File: src/rtl/miriscv_mem_arbiter.sv
// Two-requester (fetch/LSU) arbiter onto one in-order memory port, with an owner FIFO routing responses.
// Optional round-robin arbitration is enabled by defining MIRISCV_ARB_ROUND_ROBIN_EN; default is data-over-instr priority.
module miriscv_mem_arbiter #(
    parameter int unsigned XLEN        = 32,
    parameter int unsigned OUTST_DEPTH = 2
) (
    input  logic            clk_i,
    input  logic            arstn_i,

    input  logic            instr_req_i,
    input  logic [XLEN-1:0] instr_addr_i,
    output logic            instr_gnt_o,
    output logic            instr_rvalid_o,
    output logic [XLEN-1:0] instr_rdata_o,

    input  logic            data_req_i,
    input  logic            data_we_i,
    input  logic [3:0]      data_be_i,
    input  logic [XLEN-1:0] data_addr_i,
    input  logic [XLEN-1:0] data_wdata_i,
    output logic            data_gnt_o,
    output logic            data_rvalid_o,
    output logic [XLEN-1:0] data_rdata_o,

    output logic            mem_req_o,
    output logic            mem_we_o,
    output logic [3:0]      mem_be_o,
    output logic [XLEN-1:0] mem_addr_o,
    output logic [XLEN-1:0] mem_wdata_o,
    input  logic            mem_gnt_i,
    input  logic            mem_rvalid_i,
    input  logic [XLEN-1:0] mem_rdata_i,

    output logic            resp_err_o
);

    localparam int unsigned PTR_W = (OUTST_DEPTH > 1) ? $clog2(OUTST_DEPTH) : 1;
    localparam int unsigned CNT_W = $clog2(OUTST_DEPTH) + 1;

    typedef enum logic {
        OWNER_INSTR = 1'b0,
        OWNER_DATA  = 1'b1
    } owner_e;

    owner_e           owner_q [OUTST_DEPTH];
    logic [PTR_W-1:0] wptr_q, wptr_d;
    logic [PTR_W-1:0] rptr_q, rptr_d;
    logic [CNT_W-1:0] cnt_q, cnt_d;
    logic             err_q, err_d;

    owner_e winner;
    logic   full, empty, push, pop;

    function automatic logic [PTR_W-1:0] ptr_inc(input logic [PTR_W-1:0] p);
        return (p == PTR_W'(OUTST_DEPTH - 1)) ? '0 : p + 1'b1;
    endfunction

    assign full  = (cnt_q == CNT_W'(OUTST_DEPTH));
    assign empty = (cnt_q == '0);

`ifdef MIRISCV_ARB_ROUND_ROBIN_EN
    owner_e last_gnt_q, last_gnt_d;

    // On contention the side not granted last wins; reset value lets data win first.
    always_comb begin
        winner = data_req_i ? OWNER_DATA : OWNER_INSTR;
        if (instr_req_i && data_req_i)
            winner = (last_gnt_q == OWNER_DATA) ? OWNER_INSTR : OWNER_DATA;
    end

    assign last_gnt_d = push ? winner : last_gnt_q;

    always_ff @(posedge clk_i) begin
        if (!arstn_i) last_gnt_q <= OWNER_INSTR;
        else          last_gnt_q <= last_gnt_d;
    end
`else
    always_comb begin
        winner = data_req_i ? OWNER_DATA : OWNER_INSTR;
    end
`endif

    always_comb begin
        mem_req_o   = (instr_req_i | data_req_i) & ~full;
        mem_we_o    = 1'b0;
        mem_be_o    = 4'hF;
        mem_addr_o  = instr_addr_i;
        mem_wdata_o = '0;
        if (winner == OWNER_DATA) begin
            mem_we_o    = data_we_i;
            mem_be_o    = data_be_i;
            mem_addr_o  = data_addr_i;
            mem_wdata_o = data_wdata_i;
        end
    end

    assign push        = mem_req_o & mem_gnt_i;
    assign instr_gnt_o = push & (winner == OWNER_INSTR);
    assign data_gnt_o  = push & (winner == OWNER_DATA);

    // A response with nothing outstanding is flagged and otherwise dropped.
    assign pop            = mem_rvalid_i & ~empty;
    assign instr_rvalid_o = pop & (owner_q[rptr_q] == OWNER_INSTR);
    assign data_rvalid_o  = pop & (owner_q[rptr_q] == OWNER_DATA);
    assign instr_rdata_o  = mem_rdata_i;
    assign data_rdata_o   = mem_rdata_i;
    assign resp_err_o     = err_q;

    always_comb begin
        wptr_d = push ? ptr_inc(wptr_q) : wptr_q;
        rptr_d = pop  ? ptr_inc(rptr_q) : rptr_q;
        err_d  = err_q | (mem_rvalid_i & empty);
        unique case ({push, pop})
            2'b10:   cnt_d = cnt_q + 1'b1;
            2'b01:   cnt_d = cnt_q - 1'b1;
            default: cnt_d = cnt_q;
        endcase
    end

    // NOTE: state registers use non-blocking assignments so every flop samples pre-edge values.
    always_ff @(posedge clk_i) begin
        if (!arstn_i) begin
            wptr_q <= '0;
            rptr_q <= '0;
            cnt_q  <= '0;
            err_q  <= 1'b0;
        end else begin
            wptr_q <= wptr_d;
            rptr_q <= rptr_d;
            cnt_q  <= cnt_d;
            err_q  <= err_d;
        end
    end

    // NOTE: owner storage is not reset; entries are only read while the occupancy counter says they are valid.
    always_ff @(posedge clk_i) begin
        if (push) owner_q[wptr_q] <= winner;
    end

endmodule
File: config.mk
export PLATFORM = sky130hd
export DESIGN_NAME = miriscv_mem_arbiter
export DESIGN_NICKNAME = d
export VERILOG_FILES = /design/src/rtl/miriscv_mem_arbiter.sv
export SDC_FILE = /design/constraint.sdc
export NUM_CORES = 1
export LEC_CHECK = 0
export BUFFER_PORTS_ARGS = -buffer_cell sky130_fd_sc_hd__clkbuf_2
export CAP_MARGIN = 25
export CORE_AREA = 2 2 109 111
export DETAILED_ROUTE_END_ITERATION = 12
export DIE_AREA = 0 0 111 113
export PLACE_DENSITY_LB_ADDON = 0.1
export SLEW_MARGIN = 20
export SYNTH_ARGS = -nofsm -noshare
export SYNTH_HDL_FRONTEND = slang
export SYNTH_SLANG_ARGS = --single-unit
File: constraint.sdc
create_clock -name clk_i -period 2.5 [get_ports clk_i]
set_input_delay 0 -clock clk_i [delete_from_list [all_inputs] [get_ports clk_i]]
set_output_delay 0 -clock clk_i [all_outputs]
set_load 0.005 [all_outputs]
==> Word level (Yosys, flattened, before mapping) <==
Memories as Yosys holds them, arrays and structs flattened. A register that Yosys moved wholly into a read port is not among the register bits.
Index checks and enable logic that the tools add are counted.
{ "op_classes": {"addsub": 4, "eq_ne": 3, "mux": 12, "bitwise_logic": 14, "reduce_logical": 2} }
{ "ops": {"columns": ["op", "count"], "rows": [
  ["32-bit two-way mux", 2],
  ["1-bit bitwise AND", 8],
  ["1-bit two-way mux", 8],
  ["2-bit == test, second input constant", 2],
  ["4-bit two-way mux", 1],
  ["1-bit NOT", 4],
  ["2-bit one-hot mux with 2 select lines", 1],
  ["1-bit adder, second input constant", 2],
  ["2-bit by 1-bit adder with 2-bit output, second input constant", 1],
  ["2-bit by 1-bit == test with 1-bit output, second input constant", 1],
  ["2-bit logical NOT", 1],
  ["1-bit bitwise OR", 2],
  ["2-bit nonzero test", 1],
  ["2-bit by 1-bit subtractor with 2-bit output, second input constant", 1]
]} }
{ "word_totals": {"regBits": 5, "ramBits": 2, "input_bits": 139, "output_inout_bits": 139, "elab_cells": 40, "n_memories": 1} }
{ "mem_list": {"columns": ["name", "words", "width", "rd", "rd_clocked_by_memory_dff", "write_ports", "line", "rtl"], "rows": [
  ["owner_q", 2, 1, 1, 1, 1, "45", "owner_e owner_q [OUTST_DEPTH];"]
]} }

==> Longest topological paths before layout <==
Gate-level depths: netlist of run 1.
{ "depth": {"ltp_word": 6, "depth_mapped": 6, "mapped_depth_nobuf": 6} }

==> Worst setup path before layout of run 1 <==
Ideal clock, no wire load.
{ "synth_timing": {"path_type": "reg-to-reg", "start": "register cnt_q[1]", "end": "register cnt_q[1]", "setup_ns": 0.070, "arrival_ns": 1.550, "required_ns": 2.430, "path_slack_ns": 0.880, "stages_incl_launch_ff": 6, "path_buffers": 0, "synth_period_minus_slack_ns": 1.620, "cell_sequence": "dfxtp_1 > inv_1 > o221ai_1 > ha_1 > or3_1 > a21oi_1"} }
{ "synth_between": {"elab_chain_len": 6, "elab_cells_between_ends": 13, "cone_classes": "add/sub (2); eq/ne (3); mux (1); bitwise (5); reduce/logical (2)"} }
{ "synth_rtl": {"columns": ["element", "line", "rtl"], "rows": [
  ["start, declared", "48", "logic [CNT_W-1:0] cnt_q, cnt_d;"],
  ["start signal, assigned", "130", "cnt_q <= cnt_d;"],
  ["2-bit == test", "58", "assign full = (cnt_q == CNT_W'(OUTST_DEPTH));"],
  ["1-bit NOT", "84", "mem_req_o = (instr_req_i | data_req_i) & ~full;"],
  ["1-bit bitwise AND", "84", null],
  ["1-bit bitwise AND", "97", "assign push = mem_req_o & mem_gnt_i;"],
  ["2-bit by 1-bit == test with 1-bit output or 2-bit == test (tied branches)", "113", "unique case ({push, pop})"],
  ["2-bit one-hot mux with 2 select lines or 2-bit nonzero test (tied branches)", null, null]
]} }
Parallel ways exist; a longest one is shown, timed or not.
A chain may end at the register's enable or synchronous reset.

==> Worst setup path in the final report of run 1 <==
Same ends and word-level chain as after synthesis.

==> results of run 1 <==
==> logic make-up after synthesis <==
family / count (synthesis)
buf+inv: 77
simple gates: 51
mux: 34
flops: 8
compound gates: 6
xor+xnor: 3
fa+ha+maj: 1
==> stage by stage <==
stage / total power [uW] / cell area [um^2] / setup slack (ps)
2_1_floorplan: 476 / 1460 / 880
3_3_place_gp: 601 / 2040 / 729
3_5_place_dp: 600 / 2040 / 697
4_1_cts: 886 / 2120 / 687
5_1_grt: 932 / 2120 / 528
6_report: 872 / 2120 / 699
==> per-layer routing <==
| metal | wire length (um) | vias up | GRT usage, % |
|---|---|---|---|
| li1 | - | 739 | - |
| met2 | 3260 | 115 | 16.0 |
| met3 | 654 | 5 | 3.59 |
| met1 | 2060 | 634 | 8.84 |
| met5 | 0 | - | 0 |
| met4 | 26 | 0 | 1.33 |
==> cell usage after synthesis <==
cell      number
mux2_2        32
buf_4         64
nor2_1         9
or3_1          1
xnor2_1        1
and2_1        33
and3_1         1
and2b_1        1
nand2_1        2
clkbuf_1       4
ha_1           1
edfxtp_1       2
xor2_1         2
a31oi_1        1
inv_1          5
a21oi_1        2
mux2i_1        2
o221ai_1       1
dfxtp_1        6
nand2b_1       4
o21ai_0        2
buf_2          4
==> cell type report <==
class                      count  area share, %
clock buffer                   4           3.72
inverter                       5          0.887
multi-input combinational     95           35.3
sequential                     8           8.51
tap                          143           8.45
timing repair buffer         182           43.1
==> path summary, 6_finish.rpt <==
kind                         from                end  slack [ps]  cells past startpoint
setup / recovery         cnt_q[1]           cnt_q[1]         700                      5
hold / removal    mem_rdata_i[10]  instr_rdata_o[10]       0.003                      0
setup reg to reg         cnt_q[1]           cnt_q[1]         700                      5
hold reg to reg            wptr_q             wptr_q         480                      2
==> worst reg2reg max path, stage by stage (launching register included) <==
cell and delay [ps]:
dfxtp_1 380, inv_1 70, o221ai_1 410, ha_1 360
or3_1 370, a21oi_1 140
==> where the power goes <==
group | leakage (uW) | internal [uW] | switching, uW
combinational | 0.00108 | 220 | 174
sequential | 0.0000680 | 171 | 26.2
clock | 0.0000382 | 213 | 67.5
==> cell usage in the layout (no fill, tap or decap), drive strengths merged <==
cell type / count
ha: 1
nand2b: 4
mux2i: 2
or3: 1
nand2: 2
and2: 33
nor2: 9
xnor2: 1
xor2: 2
inv: 5
edfxtp: 2
o221ai: 1
and3: 1
clkbuf: 185
dfxtp: 6
o21ai: 2
mux2: 32
a31oi: 1
a21oi: 2
and2b: 1
buf: 1
==> run summary, run 1 <==
Starting Density - 13.0%
Hold Vio Cnt, Final - 0
hold slack final - 0.00339 ps
post-synthesis adder-cell area fraction - 0.856%
Synthesis Warnings - 0
critical path fanouts, max - 5
peak supply drop - 318 uV
Resize count post-CTS - 0
H-tree lvl count - 1
# setup viols final - 0
Rows - 39
setup tns final - 0 ps
ANT nets after route - 0
TritonRoute pass-1 iters - 4
simple-gate share of the synthesized area - 20.0%
max_cap viols - 0
Clock Skew - 5.49 ps
min cycle time layout - 1800 ps
crit-path leading delay family - compound AO/OA/AOI/OAI gates
Worst path max stage delay - 410 ps
Avg Inst Size Synth - 8.12 um^2
gr ovfl total - 0
share of cells above drive strength 1 - 73.8%
CTS tree - done
relative slew slack - 51.6%
initial antenna violation count - 0
largest net degree at the start of global routing - 75
Final nets - 435
RD Place Congestion - 0.749
run status - completed
Post-Layout Cell Count - 437
Synth area leaders - buf_4, mux2_2, and2_1, dfxtp_1, edfxtp_1
worst hold path class - input pin to output pin
RSZ-0062 raised after global routing - no
placed cells - 433
number of global-route vias before repair - 1,553
WP buf/inv - 1
CP Capture Type - register
via-per-instance ratio - 3.42
Bufs on Longest Clock Path - 2
syn_nets - 320
Sequential Area - 180 um^2
Via Count - 1,493
n_diodes - 0
postcts setup bufs - 0
Multi-input gate area - 747 um^2
synth-to-layout area growth - 44.9%
largest area contributor in the netlist - buf_4
Total GRT Usage - 8.45%
DRC - 0
CP max stage cell - o221ai_1
worst path cell trace - inv_1 > o221ai_1 > ha_1 > or3_1 > a21oi_1
final core utilization - 18.8%
number of I/O port buffers - 181
PwrDens - 412 mW/mm^2
multiplexer share of the synthesized area - 26.0%
complex-gate fraction of the synthesized area - 2.40%
Syn Inst Count - 180
hold buffer count at cts - 0
Final HPWL DP - 5250 um
Fmax - 555 MHz
FF+latch count, synth - 8
Worst Path Arrival - 1960 ps
average wire per standard cell - 13.7 um
Worst-Margin Slew - 726 ps
xor and xnor area share after synthesis - 1.80%
Crit path required time - 2660 ps
Period Utilization, post-route - 72.1%
clk sinks - 8
Yosys cell types - 22
Clk Latency, worst-skew pair - 230 ps
Layout fillers - 1,308
first-pass GRT wire length - 8530 um
Worst Setup Path Type - register to register
Final Routed Wirelength - 6000 um
Lkg Pwr - 0.00118 uW
Initial DRC Count - 21
CTS Buf Count - 3
Die Y - 113 um
Yosys top cell area share - 32.9%
register area share after synthesis - 12.3%
CP startpoint kind - register
die width - 111 um
die area - 0.0125 mm^2
core area - 0.0113 mm^2
Synth Cell Area - 0.00146 mm^2
Final Max Slew Viols - 0
IO Pins - 278
clock root buffer - clkbuf_16
largest family of logic cells by synthesized area - buffers and inverters
Reg clk slew, reported paths - 40 ps
(Power assumes the default switching activity.)
==> inputs of run 2 (changes only) <==
--- a/config.mk
+++ b/config.mk
@@ -7,9 +7,9 @@
 export LEC_CHECK = 0
 export BUFFER_PORTS_ARGS = -buffer_cell sky130_fd_sc_hd__clkbuf_2
 export CAP_MARGIN = 25
-export CORE_AREA = 2 2 109 111
+export CORE_AREA = 2 2 108 110
 export DETAILED_ROUTE_END_ITERATION = 12
-export DIE_AREA = 0 0 111 113
+export DIE_AREA = 0 0 110 112
 export PLACE_DENSITY_LB_ADDON = 0.1
 export SLEW_MARGIN = 20
 export SYNTH_ARGS = -nofsm -noshare
==> constraint.sdc (replaced) <==
create_clock -name clk_i -period 1.5 [get_ports clk_i]
set_input_delay 0 -clock clk_i [delete_from_list [all_inputs] [get_ports clk_i]]
set_output_delay 0 -clock clk_i [all_outputs]
set_load 0.005 [all_outputs]
==> run summary, run 2 (synthesis gave the netlist of run 1 again) <==
CTS tree - done
PwrDens - 702 mW/mm^2 (+70%)
die area - 0.0123 mm^2 (-1.8%)
Via Count - 1,522 (+1.9%)
critical path fanouts, max - 5 (unchanged)
Final Max Slew Viols - 0 (unchanged)
CP max stage cell - dfxtp_4
largest net degree at the start of global routing - 40 (-47%)
Worst-Margin Slew - 363 ps (-363 ps)
Initial DRC Count - 15 (-29%)
DRC - 0 (unchanged)
Post-Layout Cell Count - 442 (+1.1%)
number of global-route vias before repair - 1,387 (-11%)
n_diodes - 0 (unchanged)
Rows - 39 (unchanged)
Die Y - 112 um (-0.88%)
worst path cell trace - inv_2 > o221ai_4 > ha_4 > or3_1 > a21oi_1
Final Routed Wirelength - 4940 um (-18%)
Period Utilization, post-route - 94.9% (+23 points)
clock share of power - 30.0% (-2.1 points)
combinational share of power - 48.0% (+2.8 points)
Fmax - 702 MHz (+27%)
number of I/O port buffers - 181 (unchanged)
Worst Path Arrival - 1580 ps (-380 ps)
final core utilization - 19.6% (+0.84 points)
die width - 110 um (-0.90%)
Lkg Pwr - 0.00121 uW (+2.3%)
Starting Density - 13.1% (+0.11 points)
Final HPWL DP - 4380 um (-16%)
gr ovfl total - 0 (unchanged)
min cycle time layout - 1420 ps (-378 ps)
peak supply drop - 319 uV (+0.41%)
CP Capture Type - register
most frequent cells in the layout - clkbuf_2, and2_1, mux2_2
# setup viols final - 0 (unchanged)
Hold Vio Cnt, Final - 0 (unchanged)
H-tree lvl count - 1 (unchanged)
final setup margin - 76.5 ps (-622 ps)
most common cell after layout, fill and taps aside - clkbuf_2
sw frac - 30.1% (-0.65 points)
CTS Buf Count - 3 (unchanged)
setup tns final - 0 ps (unchanged)
hold_sp - mem_rdata_i[6]
max_cap viols - 0 (unchanged)
Internal - 1080 uW (+78%)
placed cells - 438 (+1.2%)
relative slew slack - 75.8% (+24 points)
overall power consumption - 1540 uW (+77%)
Bufs on Longest Clock Path - 2 (unchanged)
share of cells above drive strength 1 - 75.9% (+2.1 points)
Multi-input gate area - 781 um^2 (+4.5%)
Clock Skew - 1.16 ps (-4.34 ps)
CP startpoint kind - register
Resize count post-CTS - 0 (unchanged)
ANT nets after route - 0 (unchanged)
Worst path max stage delay - 360 ps (-50 ps)
Total GRT Usage - 7.25% (-1.2 points)
Clk Latency, worst-skew pair - 230 ps (about the same)
Reg clk slew, reported paths - 40 ps (about the same)
hold buffer count at cts - 0 (unchanged)
TritonRoute pass-1 iters - 4 (unchanged)
Crit path required time - 1660 ps (-1000 ps)
P_sw - 463 uW (+73%)
first-pass GRT wire length - 7080 um (-17%)
worst hold path class - input pin to output pin
postcts setup bufs - 0 (unchanged)
Layout fillers - 1,268 (-3.1%)
Final nets - 440 (+1.1%)
WP buf/inv - 1 (unchanged)
IO Pins - 278 (unchanged)
initial antenna violation count - 0 (unchanged)
post-place setup slack - 26.5 ps (-670 ps)
Reg2Reg Launch Point - cnt_q[1]
via-per-instance ratio - 3.44 (+0.79%)
clock root buffer - clkbuf_16
clk sinks - 8 (unchanged)
run status - completed
core area - 0.0112 mm^2 (-0.87%)
Sequential Area - 184 um^2 (+2.1%)
Reg power frac - 22.0% (-0.6 points)
critical path launch point - cnt_q[1]
synth-to-layout area growth - 50.0%
average wire per standard cell - 11.2 um (-19%)
crit-path leading delay family - flip-flops
RD Place Congestion - 0.700 (-6.5%)
Worst Setup Path Type - register to register
run 2: changes by cell type in the layout (fill, tap and decap cells not counted), sizes merged:
cell,previous run,this run
buf,1,6
run 2: worst paths after layout:
kind | to | slack, ps | depth (start not counted)
setup / recovery | cnt_q[1] | 80 | 5
hold / removal | instr_rdata_o[6] | 0.002 | 0
hold reg to reg | resp_err_o | 470 | 2
setup reg to reg | cnt_q[1] | 80 | 5
run 2: power by group through the flow:
stage / clock (uW) / combinational [uW] / sequential, uW
6_report: 462 / 739 / 339
5_1_grt: 493 / 828 / 348
2_1_floorplan: 0 / 487 / 338
3_3_place_gp: 0 / 736 / 339
3_5_place_dp: 0 / 734 / 339
4_1_cts: 474 / 738 / 337
run 2: cell type report:
| cell class | instances | share of cell area, % |
|---|---|---|
| Inverter | 5 | 0.856 |
| Multi-Input combinational cell | 95 | 35.6 |
| Tap cell | 143 | 8.16 |
| Clock buffer | 4 | 3.60 |
| Timing Repair Buffer | 187 | 43.4 |
| Sequential cell | 8 | 8.39 |
run 2: through the flow:
step                hold WS (ps)  area [um^2]
floorplan                   80.8         1480
global placement          0.0507         2100
detailed placement        0.0507         2100
CTS                       0.0507         2180
global route              0.0119         2190
finish                   0.00228         2190
run 2: worst reg2reg max path, delay by kind of cell, from the launching register on:
family	cells	cell delay, ps
flops	1	360
compound gates	2	340
simple gates	1	360
buf+inv	1	50
fa+ha+maj	1	240
run 2: per-layer routing:
metal	vias up	part of all wire (%)	track usage [%]
met5	-	0	0
met4	0	3.2	3.38
met3	21	9.5	1.87
met2	89	55	13.3
met1	661	33	7.47
li1	751	-	-
==> inputs of run 3 (changes only) <==
==> constraint.sdc (replaced) <==
create_clock -name clk_i -period 1.5 [get_ports clk_i]
set_input_delay 0.45 -clock clk_i [delete_from_list [all_inputs] [get_ports clk_i]]
set_output_delay 0.45 -clock clk_i [all_outputs]
set_load 0.005 [all_outputs]
==> run summary, run 3 (synthesis gave the netlist of run 1 again) <==
run status - complete, but fails checks
failing checks - setup timing
Rows - 39 (unchanged)
CP max stage cell - mux2_4
DR top layer - met4
combinational share of power - 57.1% (+9.1 points)
IO Pins - 278 (unchanged)
Fmax - 603 MHz (-14%)
Reg2Reg Launch Point - cnt_q[1]
relative slew slack - 86.9% (+11 points)
first-pass GRT wire length - 9350 um (+32%)
worst r2r path cells - 6 (+1)
share of cells above drive strength 1 - 86.2% (+10 points)
Starting Density - 13.1% (unchanged)
sw frac - 29.5% (-0.59 points)
clock root buffer - clkbuf_16
placed cells - 445 (+1.6%)
setup tns final - -8130 ps (-8130 ps)
WP buf/inv - 3 (+2)
final setup margin - -159 ps (-236 ps)
hold_sp - resp_err_o
number of I/O port buffers - 181 (unchanged)
Worst Path Arrival - 1210 ps (-370 ps)
CTS tree - done
RD Place Congestion - 0.693 (-1.0%)
initial antenna violation count - 0 (unchanged)
CTS Buf Count - 3 (unchanged)
Period Utilization, post-route - 111% (+16 points)
hold buffer count at cts - 0 (unchanged)
most frequent cells in the layout - clkbuf_2, mux2_4, and2_4
Clk Latency, worst-skew pair - 230 ps (about the same)
Initial DRC Count - 46 (+31)
flop2flop setup slack - -10 ps (-90 ps)
largest net degree at the start of global routing - 12 (-70%)
routed wl met2 - 3700 um (+37%)
n_diodes - 0 (unchanged)
most common cell after layout, fill and taps aside - clkbuf_2
M1 WL - 2250 um (+40%)
P_sw - 557 uW (+20%)
Met3 Routed Length - 534 um (+14%)
H-tree lvl count - 1 (unchanged)
Bufs on Longest Clock Path - 2 (unchanged)
Worst Setup Path Type - input pin to output pin
TritonRoute pass-1 iters - 4 (unchanged)
Reg clk slew, reported paths - 40 ps (about the same)
clock share of power - 24.6% (-5.4 points)
via-per-instance ratio - 3.55 (+3.1%)
DRC - 0 (unchanged)
Via Count - 1,636 (+7.5%)
Worst path max stage delay - 300 ps (-60 ps)
number of global-route vias before repair - 1,622 (+17%)
Final Routed Wirelength - 6510 um (+32%)
Reg power frac - 18.3% (-3.7 points)
Final HPWL DP - 5300 um (+21%)
crit-path leading delay family - buffers and inverters
critical path fanouts, max - 7 (+2)
Hold Path Stages - 2 (+2)
Die Y - 112 um (unchanged)
CP startpoint kind - input pin
Final Max Slew Viols - 0 (unchanged)
post-place setup slack - -269 ps (-296 ps)
Worst path most repeated cell - clkbuf_16
hold endpoint - resp_err_o
CP Capture Type - output pin
average wire per standard cell - 14.1 um (+26%)
Post-Layout Cell Count - 461 (+4.3%)
RSZ-0062 raised after global routing - yes
Worst-Margin Slew - 192 ps (-171 ps)
Clock Skew - 1.40 ps (+0.240 ps)
synth-to-layout area growth - 90.2%
Total GRT Usage - 9.87% (+2.6 points)
Crit path required time - 1050 ps (-610 ps)
# setup viols final - 72 (+72)
Final nets - 459 (+4.3%)
worst path cell trace - clkbuf_16 > clkbuf_16 > mux2_4 > clkbuf_2
gr ovfl total - 0 (unchanged)
Lkg Pwr - 0.00158 uW (+30%)
RR Endpoint - cnt_q[1]
peak supply drop - 576 uV (+80%)
Levels on crit path - 4 (-1)
die area - 0.0123 mm^2 (unchanged)
die width - 110 um (unchanged)
PwrDens - 679 mW/mm^2 (-3.3%)
Internal - 1330 uW (+24%)
Hold Vio Cnt, Final - 0 (unchanged)
clk sinks - 8 (unchanged)
min cycle time layout - 1660 ps (+236 ps)
worst hold path class - register to register
ANT nets after route - 0 (unchanged)
core area - 0.0112 mm^2 (unchanged)
max_cap viols - 0 (unchanged)
==> run 3: area by class of cell <==
type	instances	area, um^2
Inverter	5	18.8
Fill cell	1231	8390
Timing Repair Buffer	206	1330
Clock buffer	4	78.8
Multi-Input combinational cell	95	985
Tap cell	143	179
Sequential cell	8	186
==> run 3: per-stage QoR <==
step / hold WS (ps) / instance area [um^2] / power [uW] / util, %
floorplan: 451 / 1510 / 835 / -
global placement: 463 / 2180 / 1160 / 19.5
detailed placement: 470 / 2180 / 1150 / 19.5
CTS: 479 / 2580 / 1800 / 23.1
global route: 518 / 2780 / 2030 / 24.9
finish: 473 / 2780 / 1890 / 24.9
==> run 3: how the worst max path moves through the flow <==
stage,end,slack [ps],start
floorplan,cnt_q[1],-30,data_req_i
global placement,mem_addr_o[31],-270,data_req_i
detailed placement,mem_addr_o[3],-270,data_req_i
CTS,mem_addr_o[31],-190,data_req_i
global route,data_gnt_o,-190,data_req_i
finish,mem_addr_o[3],-160,data_req_i
==> run 3: repair_timing <==
| action | 4_1_cts | 5_1_grt |
|---|---|---|
| gates cloned | 3 | 3 |
| setup buffers | 6 | 0 |
| pin swaps | 2 | 4 |
| gates resized for setup | 57 | 43 |
| hold endpoints to repair | 0 | 0 |
| endpoints found under the setup margin | 71 | 74 |
==> run 3: power by group through the flow <==
stage / combinational [uW] / clock, uW / sequential [uW]
global placement: 827 / 0 / 332
CTS: 982 / 477 / 340
global route: 1180 / 494 / 355
finish: 1080 / 465 / 346
detailed placement: 820 / 0 / 332
floorplan: 505 / 0 / 330
==> run 3: worst min-delay path, stage by stage, from the launching register on <==
cell and delay [ps]:
dfxtp_1 330, a31oi_1 40, nor2_1 70
==> run 3: routing by layer <==
layer,GRT usage (%),up-vias
met2,18.9,115
met4,1.43,0
li1,-,794
met1,10.8,722
met5,0,-
met3,2.75,5
